### config.mk
export PLATFORM = sky130hd
export DESIGN_NAME = lsu_unit
export DESIGN_NICKNAME = d
export VERILOG_FILES = /design/src/rtl/lsu_unit.sv
export SDC_FILE = /design/constraint.sdc
export NUM_CORES = 1
export LEC_CHECK = 0
export ABC_AREA = 1
export CAP_MARGIN = 10
export CORE_ASPECT_RATIO = 0.9
export CORE_MARGIN = 2
export CORE_UTILIZATION = 35
export DETAILED_ROUTE_END_ITERATION = 7
export GPL_ROUTABILITY_DRIVEN = 1
export SLEW_MARGIN = 10
export SYNTH_ARGS = -nofsm -noshare
export SYNTH_HDL_FRONTEND = slang
export SYNTH_SLANG_ARGS = --single-unit
### constraint.sdc
create_clock -name clk -period 9.3 [get_ports clk]
set_input_delay 2.79 -clock clk [delete_from_list [all_inputs] [get_ports clk]]
set_output_delay 2.79 -clock clk [all_outputs]
set_load 0.005 [all_outputs]
### src/rtl/lsu_unit.sv
// lsu_unit: load/store unit that sits after the ALU in the execute stage.
// It makes one data-memory access per request over a req/gnt/rvalid bus. Load
// data is returned sign- or zero-extended, and a store returns a completion pulse.
// Optional build macro: LSU_MISALIGN_ALIGN_EN. When it is defined, a misaligned
// address is aligned down and the access goes ahead. It is not treated as an error.
module lsu_unit #(
    parameter int XLEN     = 32,
    parameter int MAX_WAIT = 255
) (
    input  logic            clk,
    input  logic            rst,
    input  logic            lsu_valid_i,
    output logic            lsu_ready_o,
    input  logic [3:0]      lsu_op_i,
    input  logic [XLEN-1:0] alu_out_i,
    input  logic [XLEN-1:0] rs2_data_i,
    output logic            result_valid_o,
    output logic [XLEN-1:0] result_data_o,
    output logic            lsu_err_o,
    output logic            mem_req_o,
    output logic            mem_we_o,
    output logic [XLEN-1:0] mem_addr_o,
    output logic [3:0]      mem_be_o,
    output logic [XLEN-1:0] mem_wdata_o,
    input  logic            mem_gnt_i,
    input  logic            mem_rvalid_i,
    input  logic [XLEN-1:0] mem_rdata_i
);

    localparam int               CNT_W    = $clog2(MAX_WAIT + 1);
    localparam logic [CNT_W-1:0] CNT_LAST = CNT_W'(MAX_WAIT - 1);

    typedef enum logic [2:0] {
        IDLE  = 3'd0,
        REQ   = 3'd1,
        RWAIT = 3'd2,
        DONE  = 3'd3,
        ERR   = 3'd4
    } state_t;

    state_t           state;
    logic [CNT_W-1:0] wait_cnt;
    logic             is_store_q;
    logic [2:0]       funct3_q;
    logic [1:0]       lane_q;

    logic [1:0]       acc_size;
    logic [1:0]       acc_lane;
    logic             acc_misalign;
    logic             acc_legal;

    // Only the eight RV32 load/store encodings are accepted.
    function automatic logic op_legal(input logic [3:0] op);
        case (op)
            4'd0, 4'd1, 4'd2, 4'd4, 4'd5, 4'd8, 4'd9, 4'd10: return 1'b1;
            default:                                          return 1'b0;
        endcase
    endfunction

    // Byte-enable pattern for the access size and byte lane.
    function automatic logic [3:0] byte_en(input logic [1:0] size, input logic [1:0] lane);
        case (size)
            2'b00:   return 4'b0001 << lane;
            2'b01:   return 4'b0011 << {lane[1], 1'b0};
            default: return 4'b1111;
        endcase
    endfunction

    // Copy the store operand into every lane so that the byte enables choose the lane.
    function automatic logic [XLEN-1:0] store_data(input logic [1:0] size,
                                                   input logic [XLEN-1:0] rs2);
        case (size)
            2'b00:   return {(XLEN/8){rs2[7:0]}};
            2'b01:   return {(XLEN/16){rs2[15:0]}};
            default: return rs2;
        endcase
    endfunction

    // Pick the addressed byte or halfword out of the read word, then extend it.
    function automatic logic [XLEN-1:0] load_extend(input logic [2:0] funct3,
                                                    input logic [1:0] lane,
                                                    input logic [XLEN-1:0] rdata);
        logic [7:0]  b;
        logic [15:0] h;
        case (lane)
            2'd0:    b = rdata[7:0];
            2'd1:    b = rdata[15:8];
            2'd2:    b = rdata[23:16];
            default: b = rdata[31:24];
        endcase
        h = lane[1] ? rdata[31:16] : rdata[15:0];
        case (funct3)
            3'b000:  return {{(XLEN-8){b[7]}}, b};
            3'b001:  return {{(XLEN-16){h[15]}}, h};
            3'b100:  return {{(XLEN-8){1'b0}}, b};
            3'b101:  return {{(XLEN-16){1'b0}}, h};
            default: return rdata;
        endcase
    endfunction

    assign acc_size  = lsu_op_i[1:0];
    assign acc_legal = op_legal(lsu_op_i);

`ifdef LSU_MISALIGN_ALIGN_EN
    // Align down: halfword accesses drop addr[0], word accesses drop addr[1:0].
    assign acc_lane     = (acc_size == 2'b10) ? 2'b00 :
                          (acc_size == 2'b01) ? {alu_out_i[1], 1'b0} : alu_out_i[1:0];
    assign acc_misalign = 1'b0;
`else
    assign acc_lane     = alu_out_i[1:0];
    assign acc_misalign = ((acc_size == 2'b01) && alu_out_i[0]) ||
                          ((acc_size == 2'b10) && (alu_out_i[1:0] != 2'b00));
`endif

    // Access FSM. Every output is registered so that the bus and the result stay glitch-free.
    always_ff @(posedge clk or posedge rst) begin
        if (rst) begin
            state          <= IDLE;
            wait_cnt       <= '0;
            is_store_q     <= 1'b0;
            funct3_q       <= 3'b000;
            lane_q         <= 2'b00;
            lsu_ready_o    <= 1'b1;
            result_valid_o <= 1'b0;
            result_data_o  <= '0;
            lsu_err_o      <= 1'b0;
            mem_req_o      <= 1'b0;
            mem_we_o       <= 1'b0;
            mem_addr_o     <= '0;
            mem_be_o       <= 4'b0000;
            mem_wdata_o    <= '0;
        end else begin
            case (state)
                IDLE: begin
                    if (lsu_valid_i && lsu_ready_o) begin
                        lsu_ready_o <= 1'b0;
                        is_store_q  <= lsu_op_i[3];
                        funct3_q    <= lsu_op_i[2:0];
                        lane_q      <= acc_lane;
                        if (!acc_legal || acc_misalign) begin
                            // A rejected request never reaches the bus.
                            state          <= ERR;
                            result_valid_o <= 1'b1;
                            lsu_err_o      <= 1'b1;
                            result_data_o  <= '0;
                        end else begin
                            state       <= REQ;
                            wait_cnt    <= '0;
                            mem_req_o   <= 1'b1;
                            mem_we_o    <= lsu_op_i[3];
                            mem_addr_o  <= {alu_out_i[XLEN-1:2], 2'b00};
                            mem_be_o    <= byte_en(acc_size, acc_lane);
                            mem_wdata_o <= store_data(acc_size, rs2_data_i);
                        end
                    end
                end
                REQ: begin
                    // A grant has priority over a timeout that falls in the same cycle.
                    // An rvalid seen here is ignored.
                    if (mem_gnt_i) begin
                        mem_req_o <= 1'b0;
                        mem_we_o  <= 1'b0;
                        mem_be_o  <= 4'b0000;
                        wait_cnt  <= '0;
                        if (is_store_q) begin
                            state          <= DONE;
                            result_valid_o <= 1'b1;
                            result_data_o  <= '0;
                        end else begin
                            state <= RWAIT;
                        end
                    end else if (wait_cnt == CNT_LAST) begin
                        mem_req_o      <= 1'b0;
                        mem_we_o       <= 1'b0;
                        mem_be_o       <= 4'b0000;
                        state          <= ERR;
                        result_valid_o <= 1'b1;
                        lsu_err_o      <= 1'b1;
                        result_data_o  <= '0;
                    end else begin
                        wait_cnt <= wait_cnt + 1'b1;
                    end
                end
                RWAIT: begin
                    if (mem_rvalid_i) begin
                        state          <= DONE;
                        result_valid_o <= 1'b1;
                        result_data_o  <= load_extend(funct3_q, lane_q, mem_rdata_i);
                    end else if (wait_cnt == CNT_LAST) begin
                        // After this abort, a late rvalid is ignored because the unit is back in IDLE.
                        state          <= ERR;
                        result_valid_o <= 1'b1;
                        lsu_err_o      <= 1'b1;
                        result_data_o  <= '0;
                    end else begin
                        wait_cnt <= wait_cnt + 1'b1;
                    end
                end
                DONE, ERR: begin
                    // One-cycle pulse. result_data_o keeps its value until the next completion.
                    state          <= IDLE;
                    result_valid_o <= 1'b0;
                    lsu_err_o      <= 1'b0;
                    lsu_ready_o    <= 1'b1;
                end
                default: begin
                    state          <= IDLE;
                    result_valid_o <= 1'b0;
                    lsu_err_o      <= 1'b0;
                    lsu_ready_o    <= 1'b1;
                    mem_req_o      <= 1'b0;
                end
            endcase
        end
    end

endmodule

==> results.py <==
metrics = {
    "route": {
        "wl_met1_um": 8700,
        "drc": 0,
        "via_per_inst": 4.75,
        "post_drt_wl_per_cell_um": 14.6,
        "wl_met3_um": 2300,
        "antenna_left": 0,
        "dr_wl_met2_um": 8720,
        "drt-initial-drc-count": 422,
        "highest_layer": "met4",
        "routed_wl_um": 20100,
        "dr.pass1.iters": 5,
        "num_vias": 6521,
    },
    "worst_setup_path": {
        "arrival_ns": 5.41,
        "critPathCaptureType": "flip-flop",
        "worstSetupPathType": "in -> reg",
        "worstSetupStartpointType": "primary input",
        "critPathMaxFanout": 87,
        "cp.required_ns": 9.57,
    },
    "timing": {
        "worst_slack_ns": 4.16,
        "finalSetupViolations": 0,
        "timing_hold_violations_final": 0,
        "tns_ns": 0,
        "fin_crit_ns": 5.14,
        "report.final.slew_viol_count": 0,
        "max_freq_mhz": 195,
        "fin_crit_sh_pct": 55.3,
        "finClkSkew_ns": 0.0118,
        "rsz0062_at_grt": "false",
        "relSlewSlack_pct": 25.4,
        "tightest_slew_ns": 1.12,
    },
    "logic_synthesis": {
        "synthArstFlopShare_pct": 100,
        "yosys.area.top_type": "dfrtp_1",
        "yosysWarnings": 0,
        "synth_seq_cells": 120,
        "syn_inst": 928,
        "synthTopCellsByArea": "dfrtp_1, nand2_1, nand3_1",
        "synth.distinct_cells": 33,
        "syn_area_um2": 6540,
        "synth.top_cell.area_share_pct": 45.5,
        "synth-seq-area-share_pct": 45.9,
        "synth_flop_cell": "dfrtp_1",
        "synth-edff-count": 0,
        "avgSynthCellArea_um2": 7.05,
    },
    "placement": {
        "io_buffers": 207,
        "gp_congestion": 0.877,
        "pre_cts_slack_ns": 3.73,
        "hpwl_um": 13900,
    },
    "layout": {
        "num_antenna_cells": 0,
        "area_growth_pct": 42.1,
        "utilization_pct": 50.7,
        "multi_input_area_um2": 3070,
        "layout_common_cells": "nand2_1, clkdlybuf4s50_1, dfrtp_1",
        "final_layout_size_suffix_gt1_share_pct": 6.39,
        "nFillCells": 1813,
        "nNetsFinal": 1221,
        "layout.cells.most_common": "nand2_1",
        "seq_area_um2": 3000,
    },
    "clock_tree": {
        "clkTransAtPathRegs_ns": 0.07,
        "cts_resized": 0,
        "cts-root-buf": "clkbuf_16",
        "cts_hold_buf": 0,
        "cts_num_sinks": 120,
        "post_cts_buffers": 0,
        "cts_inserted_buffers": 17,
        "htreeDepth": 4,
        "cts_tree": "yes",
        "worstSkewPairLatency_ns": 0.43,
        "clockBufferDepth": 2,
    },
    "floorplanning": {
        "rows": 47,
        "die-area_um2": 19800,
        "dieWidth_um": 148,
        "die_h_um": 134,
        "coreArea_um2": 18300,
        "initial_core_util_pct": 35.7,
        "io_pins": 210,
    },
    "global_route": {
        "grt_max_degree": 88,
        "antenna_found_initial": 0,
        "grt_pass1_wl_um": 32800,
        "grt_overflow": 0,
        "first_global_vias": 6302,
        "grt_use_total_pct": 21.0,
    },
    "worst_hold_path": {
        "min_path_type": "reg -> reg",
    },
    "pwr": {
        "power.switching_mw": 1.06,
        "powerDensity_nw_per_um2": 301,
        "leakagePower_nw": 4.61,
        "p_comb_share_pct": 43.0,
        "intPower_mw": 1.74,
        "sw_frac_of_total_pct": 37.9,
        "clockPowerShare_pct": 23.9,
        "ir_worst_vdd_uv": 143,
        "seqPwrFrac_pct": 33.2,
    },
    "flow_run": {
        "drv_cap": 0,
    },
    "status": {
        "outcome": "completed",
    },
}
==> flip-flops by register name, summed over array words and instances (netlist names), 2 cells and up <==
name and cells:
mem_addr_o 30, mem_wdata_o 32, lane_q 2, mem_be_o 4
funct3_q 3, result_data_o 32, wait_cnt 8, state 3
==> power groups by stage <==
stage	Clock, mW	Sequential, mW	Combinational (mW)
6_report	0.668	0.928	1.20
3_3_place_gp	0	0.932	1.20
4_1_cts	0.686	0.929	1.22
3_5_place_dp	0	0.930	1.21
2_1_floorplan	0	0.899	0.641
5_1_grt	0.707	0.961	1.37
==> critical path, stage by stage <==
cell	delay (ns)
clkdlybuf4s50_1	0.45
buf_4	0.33
inv_2	0.19
o21ai_0	0.11
nand2_1	0.11
nand3_2	0.16
nor2_4	0.04
buf_4	0.24
inv_2	0.08
buf_4	0.61
o21ai_0	0.19
==> cells by family (layout without fill, tap and decap cells) <==
group | count (synthesis) | count (layout) | synth area share, %
AO/OA/AOI/OAI | 102 | 102 | 8.07
buffers and inverters | 103 | 301 | 7.30
AND/OR/NAND/NOR | 598 | 598 | 38.0
flip-flops | 120 | 120 | 45.9
adder cells (fa/ha/maj) | 2 | 2 | 0.382
other | 1 | 2 | 0.0573
XOR/XNOR | 2 | 2 | 0.268
==> cells in the mapped netlist (2+ instances only) <==
master    count
a21oi_1      28
and2_1        2
buf_2        16
buf_4         7
buf_6         6
clkbuf_1     18
dfrtp_1     119
ha_1          2
inv_1        50
inv_2         5
nand2_1     454
nand2_2       4
nand3_1      94
nand3_2       4
nand4_1       4
nor2_1       14
nor2_4        2
o211ai_1      4
o21ai_0      61
o21ai_1       7
or2_2        15
==> per-stage QoR <==
stage / hold slack [ns] / area, um2 / std cells / power (mW)
2_1_floorplan: 0.464 / 6550 / 929 / 1.54
3_3_place_gp: 0.453 / 8710 / 1340 / 2.13
3_5_place_dp: 0.459 / 8710 / 1340 / 2.14
4_1_cts: 0.472 / 9300 / 1372 / 2.83
5_1_grt: 0.491 / 9300 / 1372 / 3.04
6_report: 0.468 / 9300 / 1372 / 2.80
==> layout make-up <==
type                       instances  area share (%)
clock inverter                    14            1.75
inverter                          55            2.25
timing repair buffer             214            22.8
tap                              245            3.30
clock buffer                      18            4.61
sequential                       120            32.3
multi-input combinational        706            33.0
==> metal layers <==
metal / vias up / global-route usage [%]
met5: - / 0
met4: 0 / 7.09
met3: 27 / 8.94
met2: 246 / 31.4
met1: 2930 / 27.6
li1: 3318 / -
==> worst paths after layout <==
kind                                     start           endpoint  slack, ns  depth (start not counted)
worst max-delay path               lsu_op_i[1]    mem_wdata_o[28]       4.16                         11
worst min register to register  mem_addr_o[14]     mem_addr_o[14]       0.47                          2
max in group asynchronous                  rst   result_data_o[8]       5.12                          3
worst max register to register     wait_cnt[0]        mem_be_o[3]       6.85                         11
worst min-delay path            mem_addr_o[14]     mem_addr_o[14]       0.47                          2
min in group asynchronous                  rst  result_data_o[18]       2.88                          2
No activity file was read; power rests on OpenSTA's default activity.
